$ cat src/rtl/bc_round_ctrl.sv
// bc_round_ctrl: Bulls and Cows game sequencer.
// Draws a 3-digit secret from a free-running LFSR, validates and scores
// guesses serially, and keeps a per-try history for the renderer.
// Optional feature macro: BC_DEBUG_SECRET_EN (exposes the secret on oSecret
// and makes an all-F guess a reveal request that forces WIN).
module bc_round_ctrl #(
    parameter int unsigned MAX_TRIES = 8,
    parameter logic [15:0] LFSR_SEED = 16'hACE1
) (
    input  logic        clk,
    input  logic        reset,
    input  logic [3:0]  iNum1,
    input  logic [3:0]  iNum2,
    input  logic [3:0]  iNum3,
    input  logic        iNumRdy,
    input  logic        iNewGame,
    input  logic [2:0]  iRow,
    output logic        oRowValid,
    output logic [11:0] oRowNum,
    output logic [1:0]  oRowBulls,
    output logic [1:0]  oRowCows,
    output logic [3:0]  oTries,
    output logic [1:0]  oState,
    output logic        oBusy,
    output logic        oErr,
    output logic [11:0] oSecret
);

    localparam int unsigned DIG_W = 4;
    localparam int unsigned ROW_W = 3;
    localparam int unsigned CNT_W = 2;
    localparam logic [3:0]  TRIES_LAST = 4'(MAX_TRIES);

    typedef enum logic [2:0] {
        S_GEN,
        S_IDLE,
        S_CHECK,
        S_SCORE,
        S_WRITE,
        S_WIN,
        S_LOSE
    } state_t;

    state_t             r_state;
    state_t             w_state_nxt;

    logic [15:0]        r_lfsr;
    logic [DIG_W-1:0]   r_sec [0:2];
    logic [DIG_W-1:0]   r_g   [0:2];
    logic [CNT_W-1:0]   r_gen_cnt;
    logic [CNT_W-1:0]   r_idx;
    logic [CNT_W-1:0]   r_bulls;
    logic [CNT_W-1:0]   r_cows;
    logic [3:0]         r_tries;

    logic [11:0]        r_hist_num   [0:MAX_TRIES-1];
    logic [CNT_W-1:0]   r_hist_bulls [0:MAX_TRIES-1];
    logic [CNT_W-1:0]   r_hist_cows  [0:MAX_TRIES-1];
    logic [MAX_TRIES-1:0] r_hist_v;

    logic               r_err;
    logic               r_busy;
    logic [1:0]         r_ostate;

    logic               w_lfsr_fb;
    logic [DIG_W-1:0]   w_cand;
    logic               w_cand_ok;
    logic               w_guess_bad;
    logic               w_reveal;
    logic [DIG_W-1:0]   w_gd;
    logic               w_bull;
    logic               w_cow;
    logic               w_err_nxt;
    logic               w_busy_nxt;
    logic [1:0]         w_ostate_nxt;

    // LFSR feedback (taps 16,14,13,11) and candidate secret digit
    always_comb begin
        w_lfsr_fb = r_lfsr[15] ^ r_lfsr[13] ^ r_lfsr[12] ^ r_lfsr[10];
        w_cand    = r_lfsr[3:0];
        w_cand_ok = (w_cand < 4'd10)
                 && ((r_gen_cnt < 2'd1) || (w_cand != r_sec[0]))
                 && ((r_gen_cnt < 2'd2) || (w_cand != r_sec[1]));
    end

    // Guess validity, reveal request and per-digit scoring
    always_comb begin
        w_guess_bad = (r_g[0] > 4'd9) || (r_g[1] > 4'd9) || (r_g[2] > 4'd9)
                   || (r_g[0] == r_g[1]) || (r_g[0] == r_g[2]) || (r_g[1] == r_g[2]);
`ifdef BC_DEBUG_SECRET_EN
        w_reveal = (iNum1 == 4'hF) && (iNum2 == 4'hF) && (iNum3 == 4'hF);
`else
        w_reveal = 1'b0;
`endif
        w_gd   = r_g[r_idx];
        w_bull = (w_gd == r_sec[r_idx]);
        w_cow  = !w_bull && ((w_gd == r_sec[0]) || (w_gd == r_sec[1]) || (w_gd == r_sec[2]));
    end

    // FSM state register
    always_ff @(posedge clk or posedge reset) begin
        if (reset) begin
            r_state <= S_GEN;
        end else begin
            r_state <= w_state_nxt;
        end
    end

    // FSM next state and next-cycle output values
    always_comb begin
        w_state_nxt  = r_state;
        w_err_nxt    = 1'b0;
        w_busy_nxt   = 1'b0;
        w_ostate_nxt = 2'b00;
        case (r_state)
            S_GEN: begin
                if (w_cand_ok && (r_gen_cnt == 2'd2)) begin
                    w_state_nxt = S_IDLE;
                end
            end
            S_IDLE: begin
                if (iNumRdy) begin
                    w_state_nxt = w_reveal ? S_WIN : S_CHECK;
                end
            end
            S_CHECK: begin
                if (w_guess_bad) begin
                    w_err_nxt   = 1'b1;
                    w_state_nxt = S_IDLE;
                end else begin
                    w_state_nxt = S_SCORE;
                end
            end
            S_SCORE: begin
                if (r_idx == 2'd2) begin
                    w_state_nxt = S_WRITE;
                end
            end
            S_WRITE: begin
                if (r_bulls == 2'd3) begin
                    w_state_nxt = S_WIN;
                end else if ((r_tries + 4'd1) == TRIES_LAST) begin
                    w_state_nxt = S_LOSE;
                end else begin
                    w_state_nxt = S_IDLE;
                end
            end
            S_WIN:   w_state_nxt = S_WIN;
            S_LOSE:  w_state_nxt = S_LOSE;
            default: w_state_nxt = S_GEN;
        endcase
        if (iNewGame) begin
            w_state_nxt = S_GEN;
            w_err_nxt   = 1'b0;
        end
        case (w_state_nxt)
            S_GEN:   begin w_busy_nxt = 1'b1; w_ostate_nxt = 2'b11; end
            S_CHECK, S_SCORE, S_WRITE: w_busy_nxt = 1'b1;
            S_WIN:   w_ostate_nxt = 2'b01;
            S_LOSE:  w_ostate_nxt = 2'b10;
            default: w_ostate_nxt = 2'b00;
        endcase
    end

    // Registered status outputs
    always_ff @(posedge clk or posedge reset) begin
        if (reset) begin
            r_err    <= 1'b0;
            r_busy   <= 1'b1;
            r_ostate <= 2'b11;
        end else begin
            r_err    <= w_err_nxt;
            r_busy   <= w_busy_nxt;
            r_ostate <= w_ostate_nxt;
        end
    end

    // Datapath: LFSR, secret draw, guess latch, scoring and history write
    always_ff @(posedge clk or posedge reset) begin
        if (reset) begin
            r_lfsr    <= LFSR_SEED;
            r_gen_cnt <= '0;
            r_idx     <= '0;
            r_bulls   <= '0;
            r_cows    <= '0;
            r_tries   <= '0;
            r_hist_v  <= '0;
            for (int unsigned i = 0; i < 3; i++) begin
                r_sec[i] <= '0;
                r_g[i]   <= '0;
            end
            for (int unsigned i = 0; i < MAX_TRIES; i++) begin
                r_hist_num[i]   <= '0;
                r_hist_bulls[i] <= '0;
                r_hist_cows[i]  <= '0;
            end
        end else begin
            r_lfsr <= {r_lfsr[14:0], w_lfsr_fb};
            if (iNewGame) begin
                r_tries   <= '0;
                r_hist_v  <= '0;
                r_gen_cnt <= '0;
            end else begin
                case (r_state)
                    S_GEN: begin
                        if (w_cand_ok) begin
                            r_sec[r_gen_cnt] <= w_cand;
                            r_gen_cnt        <= (r_gen_cnt == 2'd2) ? 2'd0 : r_gen_cnt + 2'd1;
                        end
                    end
                    S_IDLE: begin
                        if (iNumRdy) begin
                            r_g[0] <= iNum1;
                            r_g[1] <= iNum2;
                            r_g[2] <= iNum3;
                        end
                    end
                    S_CHECK: begin
                        r_bulls <= '0;
                        r_cows  <= '0;
                        r_idx   <= '0;
                    end
                    S_SCORE: begin
                        r_bulls <= r_bulls + 2'(w_bull);
                        r_cows  <= r_cows + 2'(w_cow);
                        r_idx   <= r_idx + 2'd1;
                    end
                    S_WRITE: begin
                        r_hist_num[r_tries[ROW_W-1:0]]   <= {r_g[0], r_g[1], r_g[2]};
                        r_hist_bulls[r_tries[ROW_W-1:0]] <= r_bulls;
                        r_hist_cows[r_tries[ROW_W-1:0]]  <= r_cows;
                        r_hist_v[r_tries[ROW_W-1:0]]     <= 1'b1;
                        r_tries                          <= r_tries + 4'd1;
                    end
                    default: ;
                endcase
            end
        end
    end

    // Combinational history read for the renderer
    always_comb begin
        oRowValid = 1'b0;
        oRowNum   = '0;
        oRowBulls = '0;
        oRowCows  = '0;
        if (32'(iRow) < MAX_TRIES) begin
            if (r_hist_v[iRow]) begin
                oRowValid = 1'b1;
                oRowNum   = r_hist_num[iRow];
                oRowBulls = r_hist_bulls[iRow];
                oRowCows  = r_hist_cows[iRow];
            end
        end
    end

    assign oTries = r_tries;
    assign oState = r_ostate;
    assign oBusy  = r_busy;
    assign oErr   = r_err;
`ifdef BC_DEBUG_SECRET_EN
    assign oSecret = {r_sec[0], r_sec[1], r_sec[2]};
`else
    assign oSecret = 12'h000;
`endif

endmodule

$ cat config.mk
export PLATFORM = sky130hd
export DESIGN_NAME = bc_round_ctrl
export DESIGN_NICKNAME = d
export VERILOG_FILES = /design/src/rtl/bc_round_ctrl.sv
export SDC_FILE = /design/constraint.sdc
export NUM_CORES = 1
export LEC_CHECK = 0
export BUFFER_PORTS_ARGS = -buffer_cell sky130_fd_sc_hd__clkbuf_2
export CAP_MARGIN = 40
export CORE_UTILIZATION = 40
export DETAILED_ROUTE_END_ITERATION = 16
export PLACE_DENSITY = 0.56
export SYNTH_ARGS = -nofsm -noshare
export SYNTH_HDL_FRONTEND = slang
export SYNTH_SLANG_ARGS = --single-unit
export TNS_END_PERCENT = 5
$ cat constraint.sdc
create_clock -name clk -period 10.2 [get_ports clk]
set_clock_uncertainty 0.15 [all_clocks]
set_input_delay 2.04 -clock clk [delete_from_list [all_inputs] [get_ports clk]]
set_output_delay 2.04 -clock clk [all_outputs]
set_load 0.02 [all_outputs]
==> metrics, run 1 <==
TNS Setup 0 ns; minimum setup slack among reg-to-reg paths 7.04 ns; DRC violation count after routing 0; Mean Syn Cell Area 13.78 µm²; number of clock sinks seen by CTS 195; number of standard cells after synthesis 692; final net count 742; primary flip-flop cell chosen by synthesis mapping dfrtp_1; fin util 45.29%; commonest non-fill, non-tap cell in the layout dfrtp_1; top library cells by usage in the layout, fill and taps aside dfrtp_1 (184), mux2_2 (132), clkbuf_2 (43); First-pass DRT Iterations 4; CTS clk-pin slew, worst paths 0.07 ns; Setup WS post-layout 3.615 ns; number of H-tree levels 4; placed wire-length estimate 13060 µm; clock latency at the later pin of the worst-skew pair 0.44 ns; count of cells resized by post-cts repair 0; crit path launch type input port; number of hold-slack violations in the final timing report 0; fraction of layout cells with a size suffix above 1 41.04%; GR Util All Layers 18.67%; Slew HR 46.43%; routability cong. 0.8299; area of the die 24460 µm²; setup bufs post-CTS 0; number of buffers on the longest clock path 2; DRT iter0 DRCs 291; Critical Path Fanout Max 34; total power density per cell area 150.8 nW/µm²; shortest clock period the worst path allows after layout 6.585 ns; starting utilization of the core area 40.74%; Period Utilization, post-route 64.56%; global-route wire length before repair 34060 µm; core outline area 23400 µm²; Placement Setup Slack 3.602 ns; Num CTS Buffers 17; via count of the first global-routing pass 5883; Static Leak 5.047 nW; asr flop ratio synth 100.0%; vias post-DR 5571; pin count of the biggest net entering global routing 110; die width 156.4 µm; boundary pin count 56; TritonCTS clock tree yes; RSZ-0062 raised after global routing false; count of warnings emitted by yosys 0; average wire length per cell after detail routing 19.93 µm; Total Routed Length 20930 µm; worst path required time 8.01 ns; worst path arrival time 4.39 ns; initial antenna violation count 0; Site Rows 56; vias per cell 5.306; PortBufs 43; Ant. Diodes 0; Hold Buf Count CTS 0; combined area of all synthesized cells 9534 µm²; aggregate global routing overflow 0; share of the yosys chip area belonging to registers 51.33%; WS Path Type input port to output pin; max-cap check violation count 0; number of pins exceeding their max-slew limit in the final report 0; number of enable-type register cells in the synthesized netlist 0; actual slew at the worst max-slew pin 0.8036 ns; maximum clock frequency 151.9 MHz; flip-flop and latch count after synthesis 195; Root Buffer Master clkbuf_16; Setup crit end kind output pin; distinct cell type count after synthesis 67; final-report setup violation count 0; Area Growth Syn to Fin 11.17%; path category of the worst min-delay check register to register; worst slack on hold paths 0.2026 ns; IR Drop Worst-Case VDD 0.07632 mV; post-route ant nets 0; status finished clean; Power Total 1.598 mW; Die Height 156.4 µm
sequential cells by signal (all words and copies together), names as in the netlist, 2 cells and up:
name          count
r_hist_cows      16
r_gen_cnt         2
oState            2
r_hist_bulls     16
r_g              12
r_sec            12
r_hist_v          8
r_state           3
r_bulls           2
r_hist_num       96
r_cows            2
r_lfsr           16
r_idx             2
oTries            4
critical path, cell delays in order:
cell	delay, ns
clkbuf_2	0.08
buf_4	0.57
mux4_2	0.61
mux2i_2	0.46
buf_4	0.35
nor2_1	0.09
clkbuf_2	0.16
layout make-up:
class | instances | area (µm²)
Fill cell | 2091 | 12800
Sequential cell | 195 | 4893
Multi-Input combinational cell | 438 | 4307
Clock buffer | 17 | 425.4
Tap cell | 319 | 399.1
Timing Repair Buffer | 54 | 357.8
Clock inverter | 15 | 163.9
Inverter | 12 | 52.55
per-layer routing:
metal | up-vias | track usage (%) | part of all wire [%]
met5 | - | 0 | 0
met4 | 0 | 6.022 | 1.5
met3 | 22 | 3.379 | 4.6
met2 | 130 | 29.93 | 48
met1 | 2915 | 25.60 | 46
li1 | 2504 | - | -
synthesized netlist by cell type (3+ instances only):
cell	number	share of area, %
a21o_1	4	0.31
a21oi_1	6	0.31
a31oi_1	3	0.20
and3b_1	3	0.28
buf_2	15	0.79
buf_4	14	1.1
buf_6	3	0.35
clkbuf_1	23	0.91
dfrtp_1	184	48
dfstp_2	11	3.0
ha_1	5	0.66
inv_1	12	0.47
mux2_2	132	16
mux2_4	18	2.8
mux2i_1	24	2.5
mux4_2	34	8.0
nand2_1	31	1.2
nand2b_1	5	0.33
nand3b_1	3	0.24
nor2_1	31	1.2
nor2b_1	6	0.39
nor3b_1	3	0.24
nor4_1	4	0.26
o211ai_1	3	0.24
o21ai_0	22	1.2
o31ai_1	3	0.24
xnor2_1	16	1.5
xor2_1	24	2.2
where the power goes:
part	internal, mW	switching, mW
sequential	0.782	0.0285
combinational	0.0506	0.0730
clock	0.329	0.335
total	1.16	0.437
stage by stage:
step	instance area, µm²	std cells
after global routing	10600	1050
after detailed placement	10010	1018
after global placement	9927	1015
final	10600	1050
after floorplan	9575	703
after CTS	10600	1050
logic make-up (layout without fill, tap and decap cells):
family	Yosys count	after routing	synth area share [%]
adder cells (fa/ha/maj)	5	5	0.6562
other	1	12	0.03933
XOR/XNOR	40	40	3.674
flip-flops	195	195	51.33
multiplexers	208	208	28.98
buffers and inverters	70	98	3.976
AND/OR/NAND/NOR	111	111	6.995
AO/OA/AOI/OAI	62	62	4.357
worst paths after layout:
path | to | start | cells past startpoint
min | r_lfsr[9]$_DFF_PP0_ | r_lfsr[8]$_DFF_PP0_ | 0
min in group asynchronous | r_gen_cnt[0]$_DFFE_PP0P_ | reset | 2
max | oRowNum[8] | iRow[0] | 7
min reg2reg | r_lfsr[9]$_DFF_PP0_ | r_lfsr[8]$_DFF_PP0_ | 0
max in group asynchronous | r_hist_num[95]$_DFFE_PP0P_ | reset | 4
max reg2reg | r_cows[1]$_DFFE_PP0P_ | r_g[3]$_DFFE_PP0P_ | 9
No activity file was read; power rests on OpenSTA's default activity.
==> inputs of run 2 (changes only) <==
--- a/config.mk
+++ b/config.mk
@@ -9,7 +9,7 @@
 export CAP_MARGIN = 40
 export CORE_UTILIZATION = 40
 export DETAILED_ROUTE_END_ITERATION = 16
-export PLACE_DENSITY = 0.56
+export PLACE_DENSITY = 0.58
 export SYNTH_ARGS = -nofsm -noshare
 export SYNTH_HDL_FRONTEND = slang
 export SYNTH_SLANG_ARGS = --single-unit
==> constraint.sdc (replaced) <==
create_clock -name clk -period 5.89 [get_ports clk]
set_clock_uncertainty 0.15 [all_clocks]
set_input_delay 1.178 -clock clk [delete_from_list [all_inputs] [get_ports clk]]
set_output_delay 1.178 -clock clk [all_outputs]
set_load 0.02 [all_outputs]
==> run 2 against run 1 <==
Net effect: sequential power rose by 73%; first-iteration DRC count rose by 33%; register-to-register slack got worse by 4.3 ns; worst setup slack got worse by 2.1 ns; power rose by 74%; critical path depth fell by 1; via count rose by 2.1%; die area did not move; final area rose by 0.26%; sequential share of layout area fell by 0.12 points; clock power rose by 76%; hold slack improved by 0.0011 ns; highest routed layer unchanged.
==> metrics, run 2 (synthesis results as in run 1) <==
count of cells resized by post-cts repair 0 (unchanged); number of hold-slack violations in the final timing report 0 (unchanged); Critical Path Fanout Max 17 (was 34); starting utilization of the core area 40.74% (unchanged); Crit path top cell by count clkbuf_2; crit path max-delay cell type mux4_2 (unchanged); Num CTS Buffers 17 (unchanged); die width 156.4 µm (unchanged); PortBufs 43 (unchanged); Die Height 156.4 µm (unchanged); average wire length per cell after detail routing 20.14 µm (was 19.93 µm); shortest clock period the worst path allows after layout 4.404 ns; CP top delay family buffers and inverters (unchanged); status finished clean (unchanged); setup bufs post-CTS 0 (unchanged); max-cap check violation count 0 (unchanged); met2 capacity usage during global routing 30.19% (was 29.93%); path category of the worst min-delay check register to register (unchanged); worst path required time 4.56 ns (was 8.01 ns); GR Util All Layers 18.56% (was 18.67%); crit path launch type input port (unchanged); via count of the first global-routing pass 5969 (was 5883); total power density per cell area 262.3 nW/µm² (was 150.8 nW/µm²); pin count of the biggest net entering global routing 117 (was 110); aggregate global routing overflow 0 (unchanged); Setup crit end kind output pin (unchanged); startpoint of the worst-slack reg-to-reg timing path r_g[3]$_DFFE_PP0P_ (unchanged); Period Utilization, post-route 74.78%; routability cong. 0.8396 (was 0.8299); clock latency at the later pin of the worst-skew pair 0.43 ns (was 0.44 ns); Slew HR 46.60% (was 46.43%); stage delay of the slowest cell on the critical path 0.60 ns (was 0.61 ns); post-route ant nets 0 (unchanged); commonest non-fill, non-tap cell in the layout dfrtp_1 (unchanged); worst path arrival time 3.08 ns (was 4.39 ns); flip-flop count of the largest register after layout 96 (unchanged); peak-usage layer in the global routing report met2 (unchanged); number of pins exceeding their max-slew limit in the final report 0 (unchanged); final-report setup violation count 0 (unchanged); First-pass DRT Iterations 5 (was 4); CP Buf/Inv Count 3 (was 4); IR Drop Worst-Case VDD 0.1607 mV (was 0.07632 mV); WS Path Type input port to output pin (unchanged); core outline area 23400 µm² (unchanged); DRT iter0 DRCs 386 (was 291); RSZ-0062 raised after global routing false (unchanged); actual slew at the worst max-slew pin 0.8010 ns (was 0.8036 ns); maximum clock frequency 227.0 MHz; boundary pin count 56 (unchanged); fraction of layout cells with a size suffix above 1 41.06% (was 41.04%); met3 Resource Use GR 2.963% (was 3.379%); final net count 744 (was 742); number of clock sinks seen by CTS 195 (unchanged); Power Total 2.787 mW (was 1.598 mW); Site Rows 56 (unchanged); launching instance or port of the critical path iRow[0] (unchanged); vias post-DR 5689 (was 5571); fin util 45.41% (was 45.29%); Ant. Diodes 0 (unchanged); vias per cell 5.408 (was 5.306); DRC violation count after routing 0 (unchanged); global-route wire length before repair 34130 µm (was 34060 µm); area of the die 24460 µm² (unchanged); top register by number of flip-flops r_hist_num (unchanged); top library cells by usage in the layout, fill and taps aside dfrtp_1 (184), mux2_2 (132), clkbuf_2 (43) (unchanged); beginning of the worst hold path r_lfsr[8]$_DFF_PP0_ (unchanged); GR met1 Demand/Resource 25.40% (was 25.60%); TritonCTS clock tree yes (unchanged); placed wire-length estimate 13740 µm (was 13060 µm); TNS Setup 0 ns (unchanged); Hold Buf Count CTS 0 (unchanged); CTS clk-pin slew, worst paths 0.07 ns (about the same); Area Growth Syn to Fin 11.46% (was 11.17%); number of H-tree levels 4 (unchanged); Root Buffer Master clkbuf_16 (unchanged); Total Routed Length 21190 µm (was 20930 µm); ordered cell list for the critical path clkbuf_2 -> mux4_2 -> mux2i_2 -> buf_4 -> nor2_1 -> clkbuf_2 (was clkbuf_2 -> buf_4 -> mux4_2 -> mux2i_2 -> buf_4 -> nor2_1 -> clkbuf_2); Static Leak 5.055 nW (was 5.047 nW); number of buffers on the longest clock path 2 (unchanged); initial antenna violation count 0 (unchanged)
run 2: cell types whose count changed in the layout (fill, tap and decap cells not counted), sizes merged:
cell      before  now
inv           19   15
clkinvlp       2    3
buf           11   13
clkbuf        60   63
bufinv         0    1
clkinv         6    5
run 2: worst paths after layout:
| check | end | slack, ns | depth (start not counted) |
|---|---|---|---|
| worst max-delay path | oRowNum[11] | 1.49 | 6 |
| worst min-delay path | r_lfsr[9]$_DFF_PP0_ | 0.20 | 0 |
| worst max register to register | r_cows[1]$_DFFE_PP0P_ | 2.72 | 9 |
| worst min register to register | r_lfsr[9]$_DFF_PP0_ | 0.20 | 0 |
| max in group asynchronous | r_hist_num[8]$_DFFE_PP0P_ | 4.31 | 3 |
| min in group asynchronous | r_sec[9]$_DFFE_PP0P_ | 0.62 | 3 |
run 2: report_power, final:
| part | switching, mW | internal (mW) |
|---|---|---|
| Combinational | 0.129 | 0.0898 |
| Clock | 0.543 | 0.624 |
| Sequential | 0.0483 | 1.35 |
run 2: routing by layer:
layer / part of all wire (%) / routed length, µm / up-vias
met1: 47 / 9955 / 3042
met5: 0 / 0 / -
met3: 3.4 / 713 / 18
met2: 49 / 10280 / 108
li1: - / - / 2521
met4: 1.1 / 238 / 0
run 2: worst register-to-register path, delay by kind of cell (launching register included):
family,cells,cell delay (ns)
DFF,1,0.70
and+or+nand+nor,2,0.41
AOI/OAI and AO/OA,3,0.75
adders and majority gates,1,0.19
muxes,2,0.63
xor gates and xnor gates,1,0.24
run 2: through the flow:
stage                     hold WS (ns)  cells  worst slack, ns  area, µm²
final                           0.2037   1052            1.486      10630
after global routing            0.2145   1052            1.346      10630
after CTS                       0.2092   1052            1.443      10630
after detailed placement        0.1873   1020            1.451      10030
after global placement          0.1893   1017            1.481       9960
after floorplan                 0.1812    703            1.947       9579
run 2: area by class of cell:
| cell class | instances | area, µm² |
|---|---|---|
| fill | 2133 | 12780 |
| multi-input combinational | 438 | 4315 |
| clock inverter | 12 | 143.9 |
| clock buffer | 20 | 456.7 |
| sequential | 195 | 4893 |
| inverter | 12 | 48.80 |
| tap | 319 | 399.1 |
| timing repair buffer | 56 | 369.1 |
